**src/rtl/wide_word_assembler_pkg.sv**
```systemverilog
// Shared sizing helpers for the narrow-to-wide gearbox. The beat count and the
// width of the final beat's useful slice both come from the two widths.
package wide_word_assembler_pkg;

    localparam int DEFAULT_WIDE_WIDTH   = 65;
    localparam int DEFAULT_NARROW_WIDTH = 16;

    function automatic int ceil_div(input int a, input int b);
        return (a + b - 1) / b;
    endfunction

    // Number of narrow beats that make up one wide word.
    function automatic int beats_of(input int wide_width, input int narrow_width);
        return ceil_div(wide_width, narrow_width);
    endfunction

    // Useful bits carried by the final beat of a word.
    function automatic int last_bits_of(input int wide_width, input int narrow_width);
        return wide_width - (beats_of(wide_width, narrow_width) - 1) * narrow_width;
    endfunction

    // Width of the beat index counter, wide enough to hold 0..BEATS.
    function automatic int idx_width_of(input int beats);
        return (beats < 1) ? 1 : $clog2(beats + 1);
    endfunction

endpackage

```
**src/rtl/wide_word_assembler_if.sv**
```systemverilog
// Narrow beat input, wide word output and debug index of the gearbox, bundled
// so the block and its bench share one signal definition.
interface wide_word_assembler_if
    import wide_word_assembler_pkg::*;
#(
    parameter int WIDE_WIDTH   = DEFAULT_WIDE_WIDTH,
    parameter int NARROW_WIDTH = DEFAULT_NARROW_WIDTH
);
    localparam int BEATS = beats_of(WIDE_WIDTH, NARROW_WIDTH);
    localparam int IDX_W = idx_width_of(BEATS);

    // Handshake: a transfer happens on a rising edge where valid && ready are
    // both 1. A producer keeps data stable while valid is high and ready is low;
    // ready may depend combinationally on the far side only via out_ready->in_ready.
    logic                    clear;
    logic                    in_valid;
    logic                    in_ready;
    logic [NARROW_WIDTH-1:0] in_data;
    logic                    out_valid;
    logic                    out_ready;
    logic [WIDE_WIDTH-1:0]   out_data;
    logic [IDX_W-1:0]        beat_idx;

    modport slave (
        input  clear,
        input  in_valid,
        input  in_data,
        input  out_ready,
        output in_ready,
        output out_valid,
        output out_data,
        output beat_idx
    );

    modport master (
        output clear,
        output in_valid,
        output in_data,
        output out_ready,
        input  in_ready,
        input  out_valid,
        input  out_data,
        input  beat_idx
    );

endinterface

```
**src/rtl/wide_word_assembler.sv**
```systemverilog
// Deserialising gearbox: packs NARROW_WIDTH beats LSB-first into WIDE_WIDTH words,
// with a one-word output register so the next word assembles while this one drains.
module wide_word_assembler
    import wide_word_assembler_pkg::*;
#(
    parameter int WIDE_WIDTH   = DEFAULT_WIDE_WIDTH,
    parameter int NARROW_WIDTH = DEFAULT_NARROW_WIDTH
) (
    input  logic                  clk,
    input  logic                  rst_n,
    wide_word_assembler_if.slave  bus_if
);

    localparam int BEATS     = beats_of(WIDE_WIDTH, NARROW_WIDTH);
    localparam int LAST_BITS = last_bits_of(WIDE_WIDTH, NARROW_WIDTH);
    localparam int IDX_W     = idx_width_of(BEATS);

    logic [IDX_W-1:0]      beat_idx_q, beat_idx_d;
    logic                  out_valid_q, out_valid_d;
    logic [WIDE_WIDTH-1:0] out_data_q, out_data_d;
    logic [WIDE_WIDTH-1:0] final_word;

    logic is_final;
    logic in_ready;
    logic accept;
    logic drain;

    assign is_final = (beat_idx_q == IDX_W'(BEATS - 1));
    assign drain    = out_valid_q && bus_if.out_ready;

    // Only the final beat needs space in the output register; earlier beats
    // always fit in the accumulator.
    assign in_ready = !bus_if.clear && (!is_final || !out_valid_q || bus_if.out_ready);
    assign accept   = bus_if.in_valid && in_ready;

    generate
        if (BEATS > 1) begin : g_multi
            localparam int ACC_W = (BEATS - 1) * NARROW_WIDTH;

            logic [ACC_W-1:0] acc_q, acc_d;

            always_comb begin
                acc_d = acc_q;
                if (bus_if.clear) begin
                    acc_d = '0;
                end else if (accept && !is_final) begin
                    for (int k = 0; k < BEATS - 1; k++) begin
                        if (beat_idx_q == IDX_W'(k)) begin
                            acc_d[k*NARROW_WIDTH +: NARROW_WIDTH] = bus_if.in_data;
                        end
                    end
                end
            end

            always_ff @(posedge clk or negedge rst_n) begin
                if (!rst_n) begin
                    acc_q <= '0;
                end else begin
                    acc_q <= acc_d;
                end
            end

            // Upper bits of the final beat beyond LAST_BITS are dropped here.
            assign final_word = {bus_if.in_data[LAST_BITS-1:0], acc_q};
        end else begin : g_single
            assign final_word = bus_if.in_data;
        end
    endgenerate

    always_comb begin
        beat_idx_d  = beat_idx_q;
        out_valid_d = out_valid_q;
        out_data_d  = out_data_q;

        if (drain) begin
            out_valid_d = 1'b0;
        end

        // A final-beat load in the same cycle as a drain overrides the clear
        // of out_valid above, so back-to-back words leave no bubble.
        if (bus_if.clear) begin
            beat_idx_d = '0;
        end else if (accept) begin
            if (is_final) begin
                out_valid_d = 1'b1;
                out_data_d  = final_word;
                beat_idx_d  = '0;
            end else begin
                beat_idx_d = beat_idx_q + IDX_W'(1);
            end
        end
    end

    always_ff @(posedge clk or negedge rst_n) begin
        if (!rst_n) begin
            beat_idx_q  <= '0;
            out_valid_q <= 1'b0;
            out_data_q  <= '0;
        end else begin
            beat_idx_q  <= beat_idx_d;
            out_valid_q <= out_valid_d;
            out_data_q  <= out_data_d;
        end
    end

    assign bus_if.in_ready  = in_ready;
    assign bus_if.out_valid = out_valid_q;
    assign bus_if.out_data  = out_data_q;
    assign bus_if.beat_idx  = beat_idx_q;

endmodule
```
**src/flat_wrapper.sv**
```systemverilog
// flat-port wrapper written by rule: the top's interface ports become plain ports
module wide_word_assembler_flat import wide_word_assembler_pkg::*;
#(
    parameter int WIDE_WIDTH   = DEFAULT_WIDE_WIDTH,
    parameter int NARROW_WIDTH = DEFAULT_NARROW_WIDTH
)
  (clk, rst_n, bus_if_clear, bus_if_in_valid, bus_if_in_data, bus_if_out_ready, bus_if_in_ready, bus_if_out_valid, bus_if_out_data, bus_if_beat_idx);
  wide_word_assembler_if #(.WIDE_WIDTH(WIDE_WIDTH), .NARROW_WIDTH(NARROW_WIDTH)) bus_if_i ();
  input  logic clk;
  input  logic rst_n;
  input wire logic [$bits(bus_if_i.clear)-1:0] bus_if_clear;
  input wire logic [$bits(bus_if_i.in_valid)-1:0] bus_if_in_valid;
  input wire logic [$bits(bus_if_i.in_data)-1:0] bus_if_in_data;
  input wire logic [$bits(bus_if_i.out_ready)-1:0] bus_if_out_ready;
  output wire logic [$bits(bus_if_i.in_ready)-1:0] bus_if_in_ready;
  output wire logic [$bits(bus_if_i.out_valid)-1:0] bus_if_out_valid;
  output wire logic [$bits(bus_if_i.out_data)-1:0] bus_if_out_data;
  output wire logic [$bits(bus_if_i.beat_idx)-1:0] bus_if_beat_idx;
  assign bus_if_i.clear = bus_if_clear;
  assign bus_if_i.in_valid = bus_if_in_valid;
  assign bus_if_i.in_data = bus_if_in_data;
  assign bus_if_i.out_ready = bus_if_out_ready;
  assign bus_if_in_ready = bus_if_i.in_ready;
  assign bus_if_out_valid = bus_if_i.out_valid;
  assign bus_if_out_data = bus_if_i.out_data;
  assign bus_if_beat_idx = bus_if_i.beat_idx;
  wide_word_assembler #(.WIDE_WIDTH(WIDE_WIDTH), .NARROW_WIDTH(NARROW_WIDTH)) u_core (.clk(clk), .rst_n(rst_n), .bus_if(bus_if_i));
endmodule
```
**config.mk**
```make
export PLATFORM = sky130hd
export DESIGN_NAME = wide_word_assembler_flat
export DESIGN_NICKNAME = d
export VERILOG_FILES = /design/src/rtl/wide_word_assembler_pkg.sv /design/src/rtl/wide_word_assembler_if.sv /design/src/rtl/wide_word_assembler.sv /design/src/flat_wrapper.sv
export SDC_FILE = /design/constraint.sdc
export NUM_CORES = 1
export LEC_CHECK = 0
export CAP_MARGIN = 15
export CELL_PAD_IN_SITES_DETAIL_PLACEMENT = 2
export CELL_PAD_IN_SITES_GLOBAL_PLACEMENT = 2
export CORE_MARGIN = 4
export CORE_UTILIZATION = 36
export CTS_CLUSTER_SIZE = 14
export DETAILED_ROUTE_END_ITERATION = 12
export PLACE_DENSITY_LB_ADDON = 0.1
export SETUP_SLACK_MARGIN = 0.5
export SYNTH_ARGS = -nofsm -noshare
export SYNTH_HDL_FRONTEND = slang
export SYNTH_SLANG_ARGS = --single-unit
```
**constraint.sdc**
```tcl
create_clock -name clk -period 2.24 [get_ports clk]
set_input_delay 0.448 -clock clk [delete_from_list [all_inputs] [get_ports clk]]
set_output_delay 0.448 -clock clk [all_outputs]
set_load 0.02 [all_outputs]
```
After elaboration in Yosys (flattened, before gate mapping)
Index checks and enable logic that the tools add are counted. W data, S select, Z words.

Flip-flop bits (word level): 133. Input port bits: 21. Output and inout bits: 70. Logic and storage cells: 47.

$add $sub $neg: 1. Eq/ne operators: 4. Multiplexer cells: 13. Bitwise logic cells: 1. Reduce and logical (&&, ||, !) cells: 21.

Operator list (number): $mux W64 (2); $mux W16 (4); $reduce_bool A2 Y1 (6); $mux W3 (3); $reduce_and A2 Y1 (4); $eq A3 B2 Y1 const B (2); $logic_and A1 B1 Y1 (4); $mux W1 (4); $add A3 B1 Y3 const B (1); $eq A3 B1 Y1 const B (1); $eq A3 B3 Y1 const B (1); $logic_not A1 Y1 (3); $logic_not A3 Y1 (1); $reduce_and A3 Y1 (1); $logic_or A1 B1 Y1 (2); $not A1 Y1 (1).

Longest topological paths before layout
Gate-level depths: netlist of the first run.

Depth after elaboration: 9. Gate-level depth with buffers: 8. Gate-level depth less buffers: 5.

Worst setup path after synthesis of the first run
OpenSTA, ideal clock, no wires.

Kind: flip-flop to flip-flop. Start: register u_core.beat_idx_q[0], in the netlist u_core.bus_if.beat_idx[0]. End: register u_core.out_data_q[25], in the netlist u_core.bus_if.out_data[25]. Library setup time: 125 ps. Data arrival time: 1756 ps. Data required time: 2115 ps. Path slack: 359 ps. Stages on the path, launching flop included: 8. Path buffers: 2. Period minus slack after synthesis: 1881 ps. Cells stage by stage: dfrtp_1 > inv_1 > ha_1 > nand4b_4 > a21oi_4 > buf_8 > buf_12 > mux2_4.

Cells in the longest elaborated chain, start to end: 7.

Ends and longest elaborated chain: from (decl) (RTL line wide_word_assembler.sv:18) `logic [IDX_W-1:0] beat_idx_q, beat_idx_d;`; from (signal assigned) (RTL line wide_word_assembler.sv:100) `beat_idx_q <= beat_idx_d;`; $eq A3 B3 Y1 * (RTL line wide_word_assembler.sv:28) `assign is_final = (beat_idx_q == IDX_W'(BEATS - 1));`; $logic_not A1 Y1 (RTL line wide_word_assembler.sv:33) `assign in_ready = !bus_if.clear && (!is_final || !out_valid_q || bus_if.out_ready);`; $logic_or A1 B1 Y1 (2 in a row) (RTL line wide_word_assembler.sv:33); $logic_and A1 B1 Y1 (RTL line wide_word_assembler.sv:33); $logic_and A1 B1 Y1 (RTL line wide_word_assembler.sv:34) `assign accept = bus_if.in_valid && in_ready;`; $reduce_and A3 Y1 (no line) *; to (signal assigned) (RTL line wide_word_assembler.sv:102) `out_data_q <= out_data_d;`; to (decl) (RTL line wide_word_assembler.sv:20) `logic [WIDE_WIDTH-1:0] out_data_q, out_data_d;`.

Every way passes the cells marked *; elsewhere a longest branch is shown, timed or not. A chain may end at the register's enable or synchronous reset.

Final worst setup path of the first run
Start: register u_core.beat_idx_q[0], in the netlist u_core.bus_if.beat_idx[0]. End: output bus_if_in_ready.

Cells in the longest elaborated chain, start to end: 5.

Ends and longest elaborated chain: $eq A3 B3 Y1 (RTL line wide_word_assembler.sv:28); $logic_not A1 Y1 (RTL line wide_word_assembler.sv:33); $logic_or A1 B1 Y1 (2 in a row) (RTL line wide_word_assembler.sv:33); $logic_and A1 B1 Y1 (RTL line wide_word_assembler.sv:33); to (decl) (RTL line flat_wrapper.sv:15) `output wire logic [$bits(bus_if_i.in_ready)-1:0] bus_if_in_ready;`.

Every way passes these cells.

==> results of run 1 <==
## stage by stage
step	utilization [%]	setup TNS, ps	instance area, µm²	total power (µW)	setup slack [ps]
after global placement	44.4	0	6810	2870	15.0
after global routing	51.3	0	7860	5820	210
final	51.3	0	7860	5630	296
after detailed placement	44.4	-88.0	6810	2880	-88.0
after CTS	50.2	0	7680	5640	270
after floorplan	-	0	5690	2660	481
## state kept, by name, indices dropped and copies added, names as in the netlist
signal / count
u_core.bus_if.out_valid: 1
u_core.bus_if.out_data: 65
u_core.g_multi.acc_q: 64
u_core.bus_if.beat_idx: 3
## layout by cell type, fill, tap and decap left out, drive strengths merged
cell type	n
a31o	16
clkdlybuf4s50	18
mux2	65
nor4bb	2
a21o	2
a21boi	1
a21oi	52
and4bb	1
clkinvlp	2
dfrtp	133
nand4bb	3
mux2i	1
nand2	97
nor2	1
ha	5
a311oi	1
buf	54
nand4b	2
inv	20
nor2b	2
clkinv	6
clkbuf	23
dlygate4sd2	67
a211oi	16
bufinv	2
## synthesized netlist by cell type, types with 2 or more instances
cell	n	area share (%)
a211oi_1	16	2.1
a21o_1	2	0.27
a21oi_1	51	4.5
a31o_2	16	2.5
buf_1	2	0.13
buf_12	4	1.4
buf_2	5	0.44
buf_4	8	1.1
clkbuf_1	12	0.80
clkbuf_2	3	0.27
dfrtp_1	133	59
ha_1	5	1.1
inv_1	20	1.3
mux2_2	26	5.2
mux2_4	39	10
nand2_1	97	6.4
nand4bb_1	3	0.60
nor2b_1	2	0.22
nor4bb_1	2	0.35
## what timing repair did
item / in CTS / in global routing
pin swaps: 1 / 0
gates cloned: 6 / 1
setup buffers: 15 / 8
setup endpoints to repair: 151 / 112
resized for setup: 109 / 23
## how the worst min path moves through the flow
stage / endpoint / slack (ps) / cells after the start
floorplan: u_core.bus_if.beat_idx[0]$_DFFE_PN0P_ / 150 / 0
global placement: u_core.bus_if.out_data[52]$_DFFE_PN0P_ / 490 / 1
detailed placement: u_core.bus_if.out_data[52]$_DFFE_PN0P_ / 490 / 1
CTS: u_core.bus_if.out_data[55]$_DFFE_PN0P_ / 50 / 1
global route: u_core.bus_if.out_data[52]$_DFFE_PN0P_ / 50 / 1
finish: u_core.bus_if.out_data[52]$_DFFE_PN0P_ / 30 / 1
## layer usage
metal | vias to the layer above | GRT usage [%]
met5 | - | 0
met4 | 0 | 5.49
met3 | 18 | 4.19
met2 | 78 | 38.2
met1 | 2171 | 26.5
li1 | 1798 | -
## power breakdown
group	internal, µW	total (µW)	switching (µW)	leakage [µW]
Clock	1710	2750	1040	0.000284
Sequential	2440	2480	30.4	0.00184
Combinational	156	410	254	0.00171
Total	4310	5630	1330	0.00384
## kinds of logic (layout without fill, tap and decap cells)
| family | count (synthesis) | count (layout) | synth area share (%) |
|---|---|---|---|
| multiplexers | 66 | 66 | 15.7 |
| AO/OA/AOI/OAI | 88 | 88 | 10.0 |
| flip-flops | 133 | 133 | 58.8 |
| AND/OR/NAND/NOR | 108 | 108 | 8.47 |
| buffers and inverters | 56 | 192 | 5.90 |
| adder cells (fa/ha/maj) | 5 | 5 | 1.11 |
## worst register-to-register path, stage by stage, from the launching register on
cell and delay [ps]:
dfrtp_2 410, inv_2 80, ha_4 150, buf_6 110, nand4b_4 110, a21oi_4 180, buf_6 170, buf_6 110
buf_12 130, mux2_4 320
## cell type report
cell class,count,share of cell area (%)
clock buffers,21,5.99
inverters,20,0.987
repair buffers,141,18.7
well taps,211,3.36
clock inverters,10,1.34
multi-input cells,267,27.2
flip-flops and latches,133,42.4
==> impl_results.md, run 1 <==
- Post-synth ARST share: 100%
- Crit-path cells: inv_2, ha_4, nand4b_1, nor2b_4, buf_6
- Final Non-Filler Cells: 803
- RSZ-0062 raised after global routing: true
- Ys flop type: dfrtp_1
- CP peak stage delay: ~410 ps
- Core area: 0.0153 mm²
- Startpoint Class: flip-flop
- Die H: 133 µm
- All-Layer GR Usage: 21.4%
- Vias post-DR: 4065
- # clock sinks: around 130
- Clk buf depth: 2
- Yosys warning count: 0
- Clk slew on worst S/H paths: 60 ps
- CP Data Arrival Time: 1500 ps
- Share of layout cells above drive strength 1: 30.6%
- Final period util: 86.8%
- DR WL/cell: 23.4 µm
- Die X: 133 µm
- Clk Latency, worst-skew pair: between 400 and 500 ps
- Bufs and invs on worst path: 2
- Slew Viols, Final: 0
- Final Hold Viols: 0
- Hold Path Class: input pin to asynchronous set/reset pin
- Diode count: 0
- Run status: completed
- Vias in the first global route: 4652
- R2r endpoint: u_core.bus_if.out_data[13]$_DFFE_PN0P_
- Die area: around 0.018 mm²
- Worst setup path startpoint: u_core.bus_if.beat_idx[0]$_DFFE_PN0P_
- Syn Nets: 482
- CP max FO: 2
- First-pass GRT wire length: 28600 µm
- Final net count: 606
- Min Clock Period, post-route: 1940 ps
- #FFs+latches synth: 133
- R2R Setup Slk: 340 ps
- Number of antenna violations at the first check in global routing: 0
- P per Cell Area: 717 mW/mm²
- CTS tree: yes
- Critical path depth: 5
- Routed met1 length: 8050 µm
- Met3 WL: about 550 µm
- Critical path class: flip-flop to output port
- Setup-failing EPs final: 0
- Mapped Cells: 456
- Routed Antenna Nets: 0
- Met2 WL post-DR: 9970 µm
- Number of buffers created by CTS: 17
- Slew margin rel.: a little over half
- Area of the multi-input gates: 0.00214 mm²
- WL final: between 15000 and 20000 µm
- Storage cell area: 0.00333 mm²
- DRC: 0
- Violation count after the first detailed-route iteration: ~200
- Vias per cell: about 5.1
- Worst Setup End Kind: output port
- Synth-to-Final Area Change: 38.9%
- Worst-Margin Slew: approximately 700 ps
- Post-detail-place hpwl: 10800 µm
- Largest net degree at the start of global routing: 41
- Post-synth EDFFs: 0
- Row Count: 45
- Ports: 91
- Hold buffers post-CTS: 0
- Yosys cell types: 29
- Number of max-cap violations: 0
- Worst hold slack: 28.7 ps
- Critical path required time: 1790 ps
- Starting Density: between 30% and 40%
- End of the critical path: bus_if_in_ready
- Mapped cell area: 0.00566 mm²
- Slowest CP cell: dfrtp_2
- Pleak: ~0.0038 µW
- IO buf count: 90
- DR top layer: met4
- Total placed cells including tap cells: between 700 and 800
- # fillers: 1506
- Clock Tree Root: clkbuf_16
- Mean area per synthesized cell: 12.4 µm²
- Setup Skew: between 7 and 8 ps
- Reg-to-Reg Start: u_core.bus_if.beat_idx[0]$_DFFE_PN0P_
- FMAX: 0.514 GHz
- First-pass DRT Iterations: 4
- Gr ovfl total: 0
- Gpl congestion: 0.716
- Top delay family on crit path: flip-flops
- Sequential fraction of the synthesis area: 58.8%
- CTS HTree Levels: 4
- Worst r2r path cells: 9
- Worst ir drop on vdd: 0.000589 V
Note: power is estimated with default switching activity, not from simulation.
==> run 2: changes to the inputs <==
--- a/config.mk
+++ b/config.mk
@@ -13,7 +13,9 @@
 export CTS_CLUSTER_SIZE = 14
 export DETAILED_ROUTE_END_ITERATION = 12
 export PLACE_DENSITY_LB_ADDON = 0.1
+export REMOVE_ABC_BUFFERS = 1
 export SETUP_SLACK_MARGIN = 0.5
+export SKIP_LAST_GASP = 1
 export SYNTH_ARGS = -nofsm -noshare
 export SYNTH_HDL_FRONTEND = slang
 export SYNTH_SLANG_ARGS = --single-unit
==> impl_results.md, run 2 (synthesized netlist as in run 1, its figures left out) <==
- Final net count: 614
- Worst setup margin: 326 ps
- Clk Latency, worst-skew pair: ~430 ps
- Row Count: 45
- Vias in the first global route: 4787
- Share of layout cells above drive strength 1: between 30% and 40%
- Hold buffers post-CTS: 0
- CP max FO: 2
- Die H: 133 µm
- Min Clock Period, post-route: between 1500 and 2000 ps
- Total placed cells including tap cells: 750
- Vias post-DR: 4226
- Run status: finished, violations left
- Number of buffers created by CTS: 17
- Clock Tree Root: clkbuf_16
- Starting Density: between 30% and 40%
- Ports: 91
- Reg-to-Reg Start: u_core.bus_if.beat_idx[0]$_DFFE_PN0P_
- Slowest CP cell: dfrtp_1
- Crit-path cells: inv_2, ha_4, nand4b_1, nor2b_4, buf_6
- Worst r2r path cells: 9
- All-Layer GR Usage: 20.9%
- Pleak: around 0.004 µW
- Post-detail-place hpwl: 10300 µm
- Worst Setup End Kind: output port
- R2r endpoint: u_core.bus_if.out_data[52]$_DFFE_PN0P_
- CP peak stage delay: 390 ps
- Global-route met1 utilization: 25.3%
- Final Hold Viols: 10
- Setup-failing EPs final: 0
- Top delay family on crit path: flip-flops
- P per Cell Area: 717 mW/mm²
- WL final: just over 20000 µm
- Clk slew on worst S/H paths: 60 ps
- Most common cell after layout, fill and taps aside: dfrtp_1
- Setup Skew: between 8 and 9 ps
- Fin Setup TNS: 0 ps
- DRC: 0
- Number of max-cap violations: 0
- M3 GR Usage: under 10%
- # clock sinks: ~130
- Worst ir drop on vdd: 0.000502 V
- R2R Setup Slk: around 380 ps
- Die X: 133 µm
- Critical path required time: 1790 ps
- Failing checks: negative hold slack
- Worst hold slack: -9.86 ps
- Critical path class: flip-flop to output port
- Slew Viols, Final: 0
- First-pass GRT wire length: ~28000 µm
- Bufs and invs on worst path: 2
- Gr ovfl total: 0
- First-pass DRT Iterations: 4
- IO buf count: 90
- Worst-Margin Slew: between 500 and 600 ps
- Core area: 0.0153 mm²
- Vias per cell: 5.21
- Global routing's busiest layer: met2
- Routed Antenna Nets: 0
- Final Non-Filler Cells: about 810
- Gpl congestion: roughly 0.70
- Violation count after the first detailed-route iteration: around 150
- Final period util: 85.4%
- FMAX: 0.523 GHz
- Met2 usage: 37.9%
- Largest net degree at the start of global routing: 55
- CTS HTree Levels: 4
- CP Data Arrival Time: approximately 1500 ps
- Largest register FFs: 65
- Number of antenna violations at the first check in global routing: 0
- CTS tree: yes
- Slew margin rel.: 61.2%
- Hold Path Class: input pin to asynchronous set/reset pin
- Die area: 0.0178 mm²
- Diode count: 0
- RSZ-0062 raised after global routing: true
- DR WL/cell: 24.9 µm
- Clk buf depth: 2
- Synth-to-Final Area Change: 43.6%
- Startpoint Class: flip-flop
- Commonest non-fill, non-tap cells in the layout: dfrtp_1, nand2_1, dlygate4sd2_1
- Pre-CTS setup slack: -52.2 ps
[run 2: cell count changes in the layout (fill, tap and decap cells not counted), moves of 3 or more]
cell,change
dfrtp_2,-3
a211oi_2,+9
a21oi_2,+8
buf_4,+3
a211oi_1,-9
clkbuf_16,+3
clkinv_2,-3
dfrtp_1,+3
a21oi_1,-8
[run 2: cell type report]
| class | instances | area (µm²) |
|---|---|---|
| fillers | 1447 | 7190 |
| flip-flops and latches | 133 | 3330 |
| multi-input cells | 267 | 2240 |
| repair buffers | 149 | 1610 |
| clock buffers | 23 | 488 |
| well taps | 211 | 264 |
| clock inverters | 8 | 123 |
| inverters | 20 | 75.1 |
[run 2: power by group]
part | internal (µW) | switching (µW)
Sequential | 2440 | 28.2
Combinational | 167 | 264
Clock | 1860 | 1060
Total | 4470 | 1360
[run 2: stage by stage]
stage	util (%)	cell area [µm²]	hold slack, ps	power [µW]
after floorplan	-	5400	152	2620
after detailed placement	44.9	6870	462	2890
final	53.1	8130	-9.86	5830
after global placement	44.9	6870	452	2870
after global routing	53.1	8130	25.5	6040
after CTS	50.4	7720	12.7	5810
[run 2: worst max path at each step]
stage                                                     start                               endpoint  cells after the start
after CTS                 u_core.bus_if.beat_idx[1]$_DFFE_PN0P_                        bus_if_in_ready                      5
after global placement                         bus_if_out_ready                        bus_if_in_ready                      4
after detailed placement                       bus_if_out_ready                        bus_if_in_ready                      4
after global routing      u_core.bus_if.beat_idx[1]$_DFFE_PN0P_                        bus_if_in_ready                      5
final                     u_core.bus_if.beat_idx[0]$_DFFE_PN0P_                        bus_if_in_ready                      5
after floorplan           u_core.bus_if.beat_idx[0]$_DFFE_PN0P_  u_core.bus_if.out_data[0]$_DFFE_PN0P_                      5
[run 2: per-layer routing]
layer | part of all wire [%] | vias up
li1 | - | 1816
met1 | 43 | 2279
met2 | 53 | 106
met3 | 3.3 | 25
met4 | 1.3 | 0
met5 | 0 | -
[run 2: repair_timing]
item / 4_1_cts / 5_1_grt
endpoints found under the setup margin: 151 / 102
pin swaps: 1 / 4
gates cloned: 6 / 7
endpoints found under the hold margin: 0 / 0
setup buffers: 7 / 10
resized for setup: 101 / 53
